## src/rtl/fir_feed_pkg.sv

```systemverilog
// Shared types and constants for the FIR sample feeder.
package fir_feed_pkg;

  typedef enum logic [1:0] {
    IDLE  = 2'd0,
    RUN   = 2'd1,
    DRAIN = 2'd2
  } state_e;

  localparam int         RD_LATENCY_MAX = 2;
  localparam logic [1:0] BE_ALL         = 2'b11;

endpackage

```

## src/rtl/fir_feed_pacer.sv

```systemverilog
// Sample-period pacer: ticks when the down-counter reaches zero, then reloads the divider.
module fir_feed_pacer #(
  parameter int DIV_W = 16
) (
  input  logic             i_clk,
  input  logic             i_rst_n,
  input  logic             i_load,
  input  logic             i_en,
  input  logic [DIV_W-1:0] i_div,
  output logic             o_tick
);

  logic [DIV_W-1:0] r_cnt;

  assign o_tick = i_en && (r_cnt == '0);

  // Loading zero makes the first tick land on the very next enabled cycle.
  always_ff @(posedge i_clk) begin
    if (!i_rst_n) begin
      r_cnt <= '0;
    end else if (i_load) begin
      r_cnt <= '0;
    end else if (o_tick) begin
      r_cnt <= i_div;
    end else if (i_en) begin
      r_cnt <= r_cnt - 1'b1;
    end
  end

endmodule

```

## src/rtl/fir_sample_feeder.sv

```systemverilog
// Streams a block of samples from on-chip memory port s2 into the FIR Compiler II sink,
// one read per pacer tick, with optional looping and a completion pulse.
module fir_sample_feeder
  import fir_feed_pkg::*;
#(
  parameter int ADDR_W     = 16,
  parameter int DATA_W     = 16,
  parameter int RD_LATENCY = 1,
  parameter int DIV_W      = 16
) (
  input  logic              clk_clk,
  input  logic              reset_reset_n,
  input  logic              cfg_start,
  input  logic              cfg_stop,
  input  logic [ADDR_W-1:0] cfg_base,
  input  logic [ADDR_W-1:0] cfg_len,
  input  logic [DIV_W-1:0]  cfg_div,
  input  logic              cfg_loop,
  output logic              status_busy,
  output logic              status_done,
  output logic [ADDR_W-1:0] status_count,
  output logic [ADDR_W-1:0] mem_address,
  output logic              mem_chipselect,
  output logic              mem_clken,
  output logic              mem_write,
  output logic [DATA_W-1:0] mem_writedata,
  output logic [1:0]        mem_byteenable,
  input  logic [DATA_W-1:0] mem_readdata,
  output logic [DATA_W-1:0] fir_data,
  output logic              fir_valid,
  output logic [1:0]        fir_error
);

  generate
    if (RD_LATENCY < 1 || RD_LATENCY > RD_LATENCY_MAX) begin : g_bad_latency
      $error("fir_sample_feeder: RD_LATENCY must be 1 or 2");
    end
  endgenerate

  state_e r_state;
  state_e w_state_next;

  logic [ADDR_W-1:0]     r_base;
  logic [ADDR_W-1:0]     r_len;
  logic [ADDR_W-1:0]     r_index;
  logic [DIV_W-1:0]      r_div;
  logic                  r_loop;
  logic [RD_LATENCY-1:0] r_inflight;
  logic [DATA_W-1:0]     r_fir_data;
  logic                  r_fir_valid;
  logic [ADDR_W-1:0]     r_count;
  logic                  r_done;

  logic w_tick;
  logic w_issue;
  logic w_last;
  logic w_start_ok;
  logic w_exit;

  assign w_start_ok = (r_state == IDLE) && cfg_start && (cfg_len != '0);
  assign w_issue    = (r_state == RUN) && w_tick && !cfg_stop;
  assign w_last     = (r_index == r_len - 1'b1);
  assign w_exit     = r_inflight[RD_LATENCY-1];

  fir_feed_pacer #(
    .DIV_W(DIV_W)
  ) u_pacer (
    .i_clk  (clk_clk),
    .i_rst_n(reset_reset_n),
    .i_load (w_start_ok),
    .i_en   (r_state == RUN),
    .i_div  (r_div),
    .o_tick (w_tick)
  );

  always_ff @(posedge clk_clk) begin
    if (!reset_reset_n) begin
      r_state <= IDLE;
    end else begin
      r_state <= w_state_next;
    end
  end

  always_comb begin
    w_state_next = r_state;
    case (r_state)
      IDLE:    if (w_start_ok) w_state_next = RUN;
      RUN: begin
        if (cfg_stop) begin
          w_state_next = DRAIN;
        end else if (w_issue && w_last && !r_loop) begin
          w_state_next = DRAIN;
        end
      end
      DRAIN:   if (r_inflight == '0) w_state_next = IDLE;
      default: w_state_next = IDLE;
    endcase
  end

  always_comb begin
    status_busy    = (r_state != IDLE);
    mem_chipselect = w_issue;
    mem_address    = w_issue ? (r_base + r_index) : '0;
  end

  assign status_done    = r_done;
  assign status_count   = r_count;
  assign fir_data       = r_fir_data;
  assign fir_valid      = r_fir_valid;
  assign mem_clken      = 1'b1;
  assign mem_write      = 1'b0;
  assign mem_writedata  = '0;
  assign mem_byteenable = BE_ALL;
  assign fir_error      = 2'b00;

  // In-flight tracker: one bit per outstanding read, marching toward the readdata slot.
  always_ff @(posedge clk_clk) begin
    if (!reset_reset_n) begin
      r_inflight[0] <= 1'b0;
    end else begin
      r_inflight[0] <= w_issue;
    end
  end

  genvar gi;
  generate
    for (gi = 1; gi < RD_LATENCY; gi++) begin : g_track
      always_ff @(posedge clk_clk) begin
        if (!reset_reset_n) begin
          r_inflight[gi] <= 1'b0;
        end else begin
          r_inflight[gi] <= r_inflight[gi-1];
        end
      end
    end
  endgenerate

  always_ff @(posedge clk_clk) begin
    if (!reset_reset_n) begin
      r_base      <= '0;
      r_len       <= '0;
      r_index     <= '0;
      r_div       <= '0;
      r_loop      <= 1'b0;
      r_fir_data  <= '0;
      r_fir_valid <= 1'b0;
      r_count     <= '0;
      r_done      <= 1'b0;
    end else begin
      r_done      <= 1'b0;
      r_fir_valid <= w_exit;
      if (r_state == IDLE && cfg_start) begin
        if (cfg_len == '0) begin
          r_done <= 1'b1;
        end else begin
          r_base  <= cfg_base;
          r_len   <= cfg_len;
          r_div   <= cfg_div;
          r_loop  <= cfg_loop;
          r_index <= '0;
          r_count <= '0;
        end
      end
      if (w_issue) begin
        r_index <= w_last ? '0 : r_index + 1'b1;
      end
      if (w_exit) begin
        r_fir_data <= mem_readdata;
        r_count    <= r_count + 1'b1;
      end
      if (r_state == DRAIN && r_inflight == '0) begin
        r_done <= 1'b1;
      end
    end
  end

endmodule

```

## config.mk

```make
export PLATFORM = sky130hd
export DESIGN_NAME = fir_sample_feeder
export DESIGN_NICKNAME = d
export VERILOG_FILES = /design/src/rtl/fir_feed_pkg.sv /design/src/rtl/fir_feed_pacer.sv /design/src/rtl/fir_sample_feeder.sv
export SDC_FILE = /design/constraint.sdc
export NUM_CORES = 1
export LEC_CHECK = 0
export ABC_AREA = 1
export CAP_MARGIN = 30
export CELL_PAD_IN_SITES_DETAIL_PLACEMENT = 1
export CELL_PAD_IN_SITES_GLOBAL_PLACEMENT = 1
export CORE_MARGIN = 3
export CORE_UTILIZATION = 37
export CTS_CLUSTER_SIZE = 20
export DETAILED_ROUTE_END_ITERATION = 12
export GPL_TIMING_DRIVEN = 0
export PLACE_DENSITY = 0.92
export RECOVER_POWER = 100
export SLEW_MARGIN = 20
export SYNTH_ARGS = -nofsm -noshare
export SYNTH_HDL_FRONTEND = slang
export SYNTH_HIERARCHICAL = 1
export SYNTH_SLANG_ARGS = --single-unit
export TNS_END_PERCENT = 100
```

## constraint.sdc

```tcl
create_clock -name clk_clk -period 3.35 [get_ports clk_clk]
set_clock_uncertainty 0.05 [all_clocks]
set_input_delay 0.67 -clock clk_clk [delete_from_list [all_inputs] [get_ports clk_clk]]
set_output_delay 0.67 -clock clk_clk [all_outputs]
set_load 0.01 [all_outputs]
```

==> results of run 1 <==
==> stage by stage <==
stage	power, mW	utilization	cell area (um2)
after floorplan	2.25	-	7340
after global placement	2.52	0.466	8870
after detailed placement	2.57	0.466	8870
after CTS	4.52	0.509	9690
after global routing	4.77	0.513	9760
final	4.60	0.513	9760
==> cells by family (layout without fill, tap and decap cells) <==
group,Yosys count,after routing,synth area share
adder cells (fa/ha/maj),21,21,0.0372
XOR/XNOR,21,21,0.0253
AO/OA/AOI/OAI,198,198,0.144
other,2,23,0.00103
AND/OR/NAND/NOR,562,562,0.366
buffers and inverters,166,327,0.101
flip-flops,118,118,0.325
==> area by class of cell <==
cell class	count	area, um2	area share
Buffer	56	323	0.0331
Inverter	110	419	0.0429
Multi-Input combinational cell	824	4430	0.453
Tap cell	260	325	0.0333
Sequential cell	118	2390	0.245
Clock buffer	17	425	0.0436
Clock inverter	14	179	0.0183
Antenna cell	1	2.50	0.000256
Timing Repair Buffer	130	1270	0.130
==> cells in the final DEF, fill, tap and decap left out, types with 12 or more instances in the layout <==
cell,Yosys,layout
xor2_1,15,14
conb_1,2,22
clkdlybuf4s50_1,0,70
dlygate4sd3_1,0,36
clkbuf_1,17,19
clkbuf_16,0,17
a21oi_1,78,74
buf_4,23,34
nor2_2,19,24
inv_1,98,95
o21ai_0,99,96
nand3_1,65,63
nor2_1,175,169
buf_2,13,12
nand2_1,205,204
nand4_1,34,34
dfxtp_1,118,106
==> power by group through the flow <==
stage	registers (mW)	clock network (mW)	logic [mW]
floorplan	1.56	0	0.692
global placement	1.57	0	0.945
detailed placement	1.58	0	0.990
CTS	1.55	1.93	1.03
global route	1.56	2.02	1.19
finish	1.56	1.95	1.09
==> worst register-to-register path: cells and delay by family (launching register included) <==
family | cells | cell delay, ns
simple gates | 4 | 0.59
compound gates | 1 | 0.10
buf+inv | 5 | 1.53
flops | 1 | 0.40
==> sequential cells by signal, summed over array words and instances (netlist names) <==
name / count
fir_data: 16
u_pacer/r_cnt: 16
r_state: 2
r_div: 16
r_index: 16
status_done: 1
r_inflight: 1
r_len: 16
fir_valid: 1
r_loop: 1
status_count: 16
r_base: 16
==> worst max path at each step <==
| stage | start | endpoint | slack (ns) | depth (start not counted) |
|---|---|---|---|---|
| after CTS | u_pacer/r_cnt[1]$_SDFFE_PP0P_ | mem_address[13] | 0.004 | 12 |
| final | r_state[0]$_SDFFE_PN0P_ | mem_address[11] | 0.006 | 12 |
| after detailed placement | r_state[0]$_SDFFE_PN0P_ | mem_address[11] | -0.52 | 12 |
| after floorplan | u_pacer/r_cnt[0]$_SDFFE_PP0P_ | mem_address[10] | 0.59 | 11 |
| after global routing | r_index[0]$_SDFFE_PN0P_ | mem_address[12] | -0.11 | 16 |
| after global placement | u_pacer/r_cnt[0]$_SDFFE_PP0P_ | mem_address[11] | -0.46 | 12 |
==> repair_timing <==
action / CTS / global route
setup buffers: 7 / 3
endpoints found under the setup margin: 17 / 9
endpoints found under the hold margin: 0 / 0
gates resized for setup: 58 / 25
pin swaps: 4 / 4
==> metal layers <==
layer | part of all wire | wire length, um | vias up | GRT usage
li1 | - | - | 3856 | -
met4 | 0.050 | 1590 | 0 | 0.144
met3 | 0.084 | 2650 | 142 | 0.0732
met5 | 0 | 0 | - | 0
met2 | 0.47 | 15000 | 420 | 0.438
met1 | 0.39 | 12300 | 4138 | 0.306
==> flow_metrics.env, run 1 <==
export IMPL_grt_pass1_wl_um=45500
export IMPL_comb_power_share=0.236
export IMPL_clkLatencyLatePin_ns=0.44
export IMPL_cts_hold_fix_buffers=0
export IMPL_synth_area_leaders="dfxtp_1 33%, nand2_1 11%, nor2_1 9.0%"
export IMPL_dp_cells=1488
export IMPL_p_sw_mw=1.56
export IMPL_p_sw_frac=0.340
export IMPL_drc=0
export IMPL_min_delay_path_depth=2
export IMPL_period_share=0.998
export IMPL_critPathMaxFanout=10
export IMPL_path_buf_inv=5
export IMPL_core_area_um2=19000
export IMPL_cap_violations=0
export IMPL_antenna_found_initial=1
export IMPL_syn_inst=1088
export IMPL_critical_path_class="register to output port"
export IMPL_netlist_area_um2=7270
export IMPL_final_net_count=1347
export IMPL_antenna_left=0
export IMPL_pwr_share_seq=0.339
export IMPL_clock_tree_buffer_depth=2
export IMPL_path_cells="inv_2 -> nor2_4 -> nand3_2 -> nor2_8 -> nand3_4 -> inv_4 -> nand2_1 -> inv_4 -> clkbuf_4 -> o21ai_0 -> a21oi_1 -> clkdlybuf4s15_1"
export IMPL_synth_async_reset_ratio=0
export IMPL_synth_most_common_cell="nand2_1"
export IMPL_worstPathArrival_ns=2.62
export IMPL_first_iter_violations=799
export IMPL_io_buffers=120
export IMPL_slowest_stage="dfxtp_1"
export IMPL_finalMaxSlewViolations=0
export IMPL_wl_um=31500
export IMPL_fmax_mhz=299
export IMPL_layout_drive_gt1_share=0.157
export IMPL_slowest_delay_ns=0.38
export IMPL_cts_tree="yes"
export IMPL_dpl_worst_slack_ns=-0.522
export IMPL_cts_root_buffer="clkbuf_16"
export IMPL_grt_usage=0.263
export IMPL_hold_ws_ns=0.438
export IMPL_ys_warn_count=6
export IMPL_yosysSeqAreaShare=0.325
export IMPL_start_util=0.382
export IMPL_stdcell_count=1530
export IMPL_grt_pass1_vias=8795
export IMPL_finalSetupViolCount=0
export IMPL_synth_main_ff_cell="dfxtp_1"
export IMPL_r2r_start="r_state[1]$_SDFFE_PN0P_"
export IMPL_min_from="r_div[4]$_SDFFE_PN0P_"
export IMPL_clk_pin_slew_ns=0.06
export IMPL_r2r_end="u_pacer/r_cnt[12]$_SDFFE_PP0P_"
export IMPL_max_vdd_ir_drop_uv=371
export IMPL_critPathTopFamily="buffers and inverters"
export IMPL_rsz0062_at_grt="true"
export IMPL_slew_headroom=0.431
export IMPL_io_pins=143
export IMPL_min_delay_path_class="register to register"
export IMPL_wl_per_cell_um=20.6
export IMPL_worstPathRequired_ns=2.63
export IMPL_rrSetupSlack_ns=0.54
export IMPL_die_x_um=146
export IMPL_std_cell_rows=50
export IMPL_drt_first_pass_iters=5
export IMPL_gp_congestion=0.905
export IMPL_synth_top_cells_by_count="205 x nand2_1, 175 x nor2_1, 118 x dfxtp_1, 99 x o21ai_0, 98 x inv_1"
export IMPL_p_per_area_nw_per_um2=471
export IMPL_dr_total_vias=8556
export IMPL_status="completed"
export IMPL_hold_viol=0
export IMPL_clock_sinks=118
export IMPL_period_minus_slack_ns=3.34
export IMPL_hold_end="r_div[4]$_SDFFE_PN0P_"
export IMPL_worstMarginPinSlew_ns=0.850
export IMPL_p_int_mw=3.03
export IMPL_tns_ns=0
export IMPL_crit_top_cell="inv_4"
export IMPL_setup_ws_ns=0.00640
export IMPL_synthDistinctLibCells=48
export IMPL_endpoint_kind="output port"
export IMPL_synth_top_area_cell="dfxtp_1"
export IMPL_die_h_um=146
export IMPL_p_leak_nw=4.32
export IMPL_die_area_um2=21400
export IMPL_clkPwrFrac=0.425
export IMPL_viasPerCell=5.59
export IMPL_dp_hpwl_um=19800
export IMPL_syn_to_final_growth_pct=34.4
export IMPL_nFillCells=2460
export IMPL_synth_seq_cells=118
export IMPL_syn_avg_cell_area_um2=6.68
export IMPL_overflow=0
export IMPL_grt_start_max_net_pins=17
export IMPL_critPathLaunchType="register"
export IMPL_r2r_cells=10
export IMPL_synth_top_area_frac=0.325
export IMPL_synth_edf_count=0
export IMPL_numCtsBuffers=17
export IMPL_cts_htree_levels=4
No activity file was read; power rests on OpenSTA's default activity.
==> run 2, diff against run 1 <==
--- a/config.mk
+++ b/config.mk
@@ -5,16 +5,15 @@
 export SDC_FILE = /design/constraint.sdc
 export NUM_CORES = 1
 export LEC_CHECK = 0
-export ABC_AREA = 1
 export CAP_MARGIN = 30
 export CELL_PAD_IN_SITES_DETAIL_PLACEMENT = 1
 export CELL_PAD_IN_SITES_GLOBAL_PLACEMENT = 1
 export CORE_MARGIN = 3
-export CORE_UTILIZATION = 37
+export CORE_UTILIZATION = 38
 export CTS_CLUSTER_SIZE = 20
 export DETAILED_ROUTE_END_ITERATION = 12
 export GPL_TIMING_DRIVEN = 0
-export PLACE_DENSITY = 0.92
+export PLACE_DENSITY = 0.93
 export RECOVER_POWER = 100
 export SLEW_MARGIN = 20
 export SYNTH_ARGS = -nofsm -noshare
==> run 2 against run 1 <==
  * The flow now finishes with violations (setup timing)
  * Clock power decreased by 4%
  * Maximum frequency decreased by 9.3%
  * Final cell count decreased by 15%
  * Cell area decreased by 0.38%
  * First-iteration DRC count decreased by 21%
  * Core utilization increased by 6.3 points
  * Critical path type unchanged
  * Largest cell class unchanged
  * Largest power group unchanged
==> flow_metrics.env, run 2 <==
export IMPL_antenna_left=0
export IMPL_synth_edf_count=0
export IMPL_syn_inst=844
export IMPL_finalSetupViolCount=38
export IMPL_synth_top_area_cell="dfxtp_1"
export IMPL_first_iter_violations=630
export IMPL_yosysSeqAreaShare=0.354
export IMPL_yosys_area_share_simple=0.275
export IMPL_grt_pass1_wl_um=40700
export IMPL_cts_hold_fix_buffers=0
export IMPL_start_util=0.395
export IMPL_final_area_um2=9730
export IMPL_min_from="r_div[15]$_SDFFE_PN0P_"
export IMPL_die_h_um=138
export IMPL_finalMaxSlewViolations=0
export IMPL_critPathTopFamily="simple AND/OR/NAND/NOR gates"
export IMPL_drc=0
export IMPL_cts_tree="yes"
export IMPL_use_met2=0.465
export IMPL_fmax_mhz=271
export IMPL_r2r_cells=17
export IMPL_synth_top_family_by_area="simple AND/OR/NAND/NOR gates"
export IMPL_io_buffers=120
export IMPL_hold_viol=0
export IMPL_placed_area_um2=8250
export IMPL_critPathLaunchType="register"
export IMPL_p_sw_frac=0.310
export IMPL_io_pins=143
export IMPL_viasPerCell=5.85
export IMPL_synth_top_cells_by_count="144 x nand2_1, 118 x dfxtp_1, 80 x a21oi_1, 71 x nor2_1, 44 x nand3_1"
export IMPL_synth_async_reset_ratio=0
export IMPL_clock_sinks=118
export IMPL_clk_pin_slew_ns=0.06
export IMPL_rsz0062_at_grt="true"
export IMPL_stdcell_count=1297
export IMPL_wl_um=28600
export IMPL_overflow=0
export IMPL_ys_warn_count=6
export IMPL_p_sw_mw=1.34
export IMPL_setup_ws_ns=-0.335
export IMPL_min_delay_path_class="register to register"
export IMPL_grtUsageMet3=0.0477
export IMPL_grt_usage=0.262
export IMPL_synthAdderAreaFrac=0.0405
export IMPL_status="finished, violations left"
export IMPL_top_usage_layer="met2"
export IMPL_pwr_share_seq=0.355
export IMPL_num_antenna_cells=0
export IMPL_period_minus_slack_ns=3.68
export IMPL_comb_power_share=0.212
export IMPL_cap_violations=0
export IMPL_drt_first_pass_iters=5
export IMPL_wl_per_cell_um=22.0
export IMPL_slowest_stage="or4b_4"
export IMPL_worstPathArrival_ns=2.96
export IMPL_met1_usage=0.306
export IMPL_endpoint_kind="output port"
export IMPL_min_delay_path_depth=2
export IMPL_worstPathRequired_ns=2.63
export IMPL_critPathMaxFanout=4
export IMPL_dp_hpwl_um=16500
export IMPL_path_buf_inv=5
export IMPL_p_leak_nw=3.94
export IMPL_worstMarginPinSlew_ns=0.783
export IMPL_synthDistinctLibCells=79
export IMPL_gp_congestion=0.937
export IMPL_clock_tree_buffer_depth=2
export IMPL_critical_path_class="register to output port"
export IMPL_max_vdd_ir_drop_uv=371
export IMPL_cts_htree_levels=4
export IMPL_slowest_delay_ns=0.54
export IMPL_syn_avg_cell_area_um2=7.90
export IMPL_grt_pass1_vias=7543
export IMPL_layout_common_cells="144 x nand2_1, 97 x dfxtp_1, 77 x buf_4"
export IMPL_slew_headroom=0.478
export IMPL_clkLatencyLatePin_ns=0.43
export IMPL_std_cell_rows=47
export IMPL_r2r_start="u_pacer/r_cnt[1]$_SDFFE_PP0P_"
export IMPL_dp_cells=1204
export IMPL_cp_depth=12
export IMPL_synth_seq_cells=118
export IMPL_netlist_area_um2=6670
export IMPL_numCtsBuffers=17
export IMPL_path_cells="inv_2 -> ha_4 -> nor3b_4 -> nand4b_1 -> buf_4 -> or2_4 -> buf_6 -> inv_12 -> nand3b_1 -> or4b_4 -> o211ai_1 -> buf_2"
export IMPL_grt_start_max_net_pins=18
export IMPL_synth_area_leaders="dfxtp_1 35%, nand2_1 8.1%, a21oi_1 6.0%"
export IMPL_period_share=1.10
export IMPL_violations="setup timing"
export IMPL_synth_compound_area_share=0.154
export IMPL_cts_root_buffer="clkbuf_16"
export IMPL_dr_total_vias=7592
export IMPL_power_total_mw=4.33
export IMPL_die_x_um=138
export IMPL_clkPwrFrac=0.433
export IMPL_synth_main_ff_cell="dfxtp_1"
export IMPL_synth_most_common_cell="nand2_1"
export IMPL_syn_to_final_growth_pct=45.9
export IMPL_synth_xor_area_frac=0.0691
export IMPL_die_area_um2=19200
export IMPL_synthMuxAreaShare=0.0362
export IMPL_final_net_count=1154
export IMPL_p_int_mw=2.98
export IMPL_layout_drive_gt1_share=0.216
export IMPL_crit_start="u_pacer/r_cnt[1]$_SDFFE_PP0P_"
export IMPL_dpl_worst_slack_ns=-1.03
export IMPL_synth_top_area_frac=0.354
export IMPL_antenna_found_initial=0
export IMPL_layout_commonest_cell="nand2_1"
export IMPL_p_per_area_nw_per_um2=445
export IMPL_core_area_um2=16900
==> run 2: cell types whose count changed after synthesis, moves of 17 or more <==
cell     change
nor2_1     -104
o21ai_0     -86
inv_1       -82
nand2_1     -61
mux2i_1     +23
xnor2_1     +23
nand4_1     -22
nand3_1     -21
and3_1      +19
nor2_2      -19
a31oi_1     +17
==> run 2: cell families after synthesis <==
family / after synthesis
and+or+nand+nor: 379
DFF: 118
buffers and inverters: 87
other: 2
muxes: 24
AOI/OAI and AO/OA: 162
adders and majority gates: 21
xor gates and xnor gates: 51
==> run 2: area by class of cell <==
type,instances,area [um2]
Clock inverter,15,171
Tap cell,220,275
Clock buffer,17,425
Sequential cell,118,2420
Fill cell,1978,7150
Buffer,65,368
Inverter,20,96.3
Multi-Input combinational cell,659,4240
Timing Repair Buffer,183,1730
==> run 2: path summary, 6_finish.rpt <==
path                                          to  slack [ns]
setup / recovery                 mem_address[14]       -0.33
hold / removal    u_pacer/r_cnt[15]$_SDFFE_PP0P_        0.41
setup reg to reg        r_index[11]$_SDFFE_PN0P_       -0.28
hold reg to reg   u_pacer/r_cnt[15]$_SDFFE_PP0P_        0.41
==> run 2: power groups by stage <==
stage / clock network [mW] / registers (mW) / logic (mW)
finish: 1.87 / 1.53 / 0.918
global route: 1.95 / 1.54 / 0.975
CTS: 1.88 / 1.53 / 0.811
detailed placement: 0 / 1.56 / 0.692
global placement: 0 / 1.55 / 0.666
floorplan: 0 / 1.54 / 0.469
==> run 2: through the flow <==
| step | setup TNS (ns) | util | hold WS (ns) |
|---|---|---|---|
| after global routing | -9.69 | 0.576 | 0.432 |
| after global placement | -18.67 | 0.489 | 0.395 |
| after detailed placement | -24.75 | 0.489 | 0.401 |
| after floorplan | 0 | - | 0.374 |
| after CTS | -2.71 | 0.556 | 0.410 |
| final | -5.68 | 0.576 | 0.409 |
==> run 2: per-layer routing <==
layer  wire [um]  up-vias  part of all wire
met5           0        -                 0
met4        1360        0             0.048
met3        1720      122             0.060
met2       14600      374              0.51
met1       10900     3726              0.38
li1            -     3370                 -
==> run 2: worst reg2reg max path: stages (launching register included) <==
cell        delay (ns)
dfxtp_4           0.35
inv_2             0.08
ha_4              0.12
nor3b_4           0.21
nand4b_1          0.16
buf_4             0.17
or2_4             0.22
buf_6             0.14
inv_12            0.05
nand3b_1          0.13
buf_4             0.21
clkinvlp_4        0.12
buf_12            0.12
nand2_1           0.24
clkinv_1          0.29
clkbuf_1          0.46
nand3_1           0.13
mux2i_1           0.28
==> run 2: what timing repair did <==
| action | in CTS | in global routing |
|---|---|---|
| endpoints found under the hold margin | 0 | 0 |
| cloned | 1 | 0 |
| pin swaps | 24 | 21 |
| gates resized for setup | 146 | 59 |
| setup buffers | 40 | 28 |
| setup endpoints to repair | 33 | 35 |
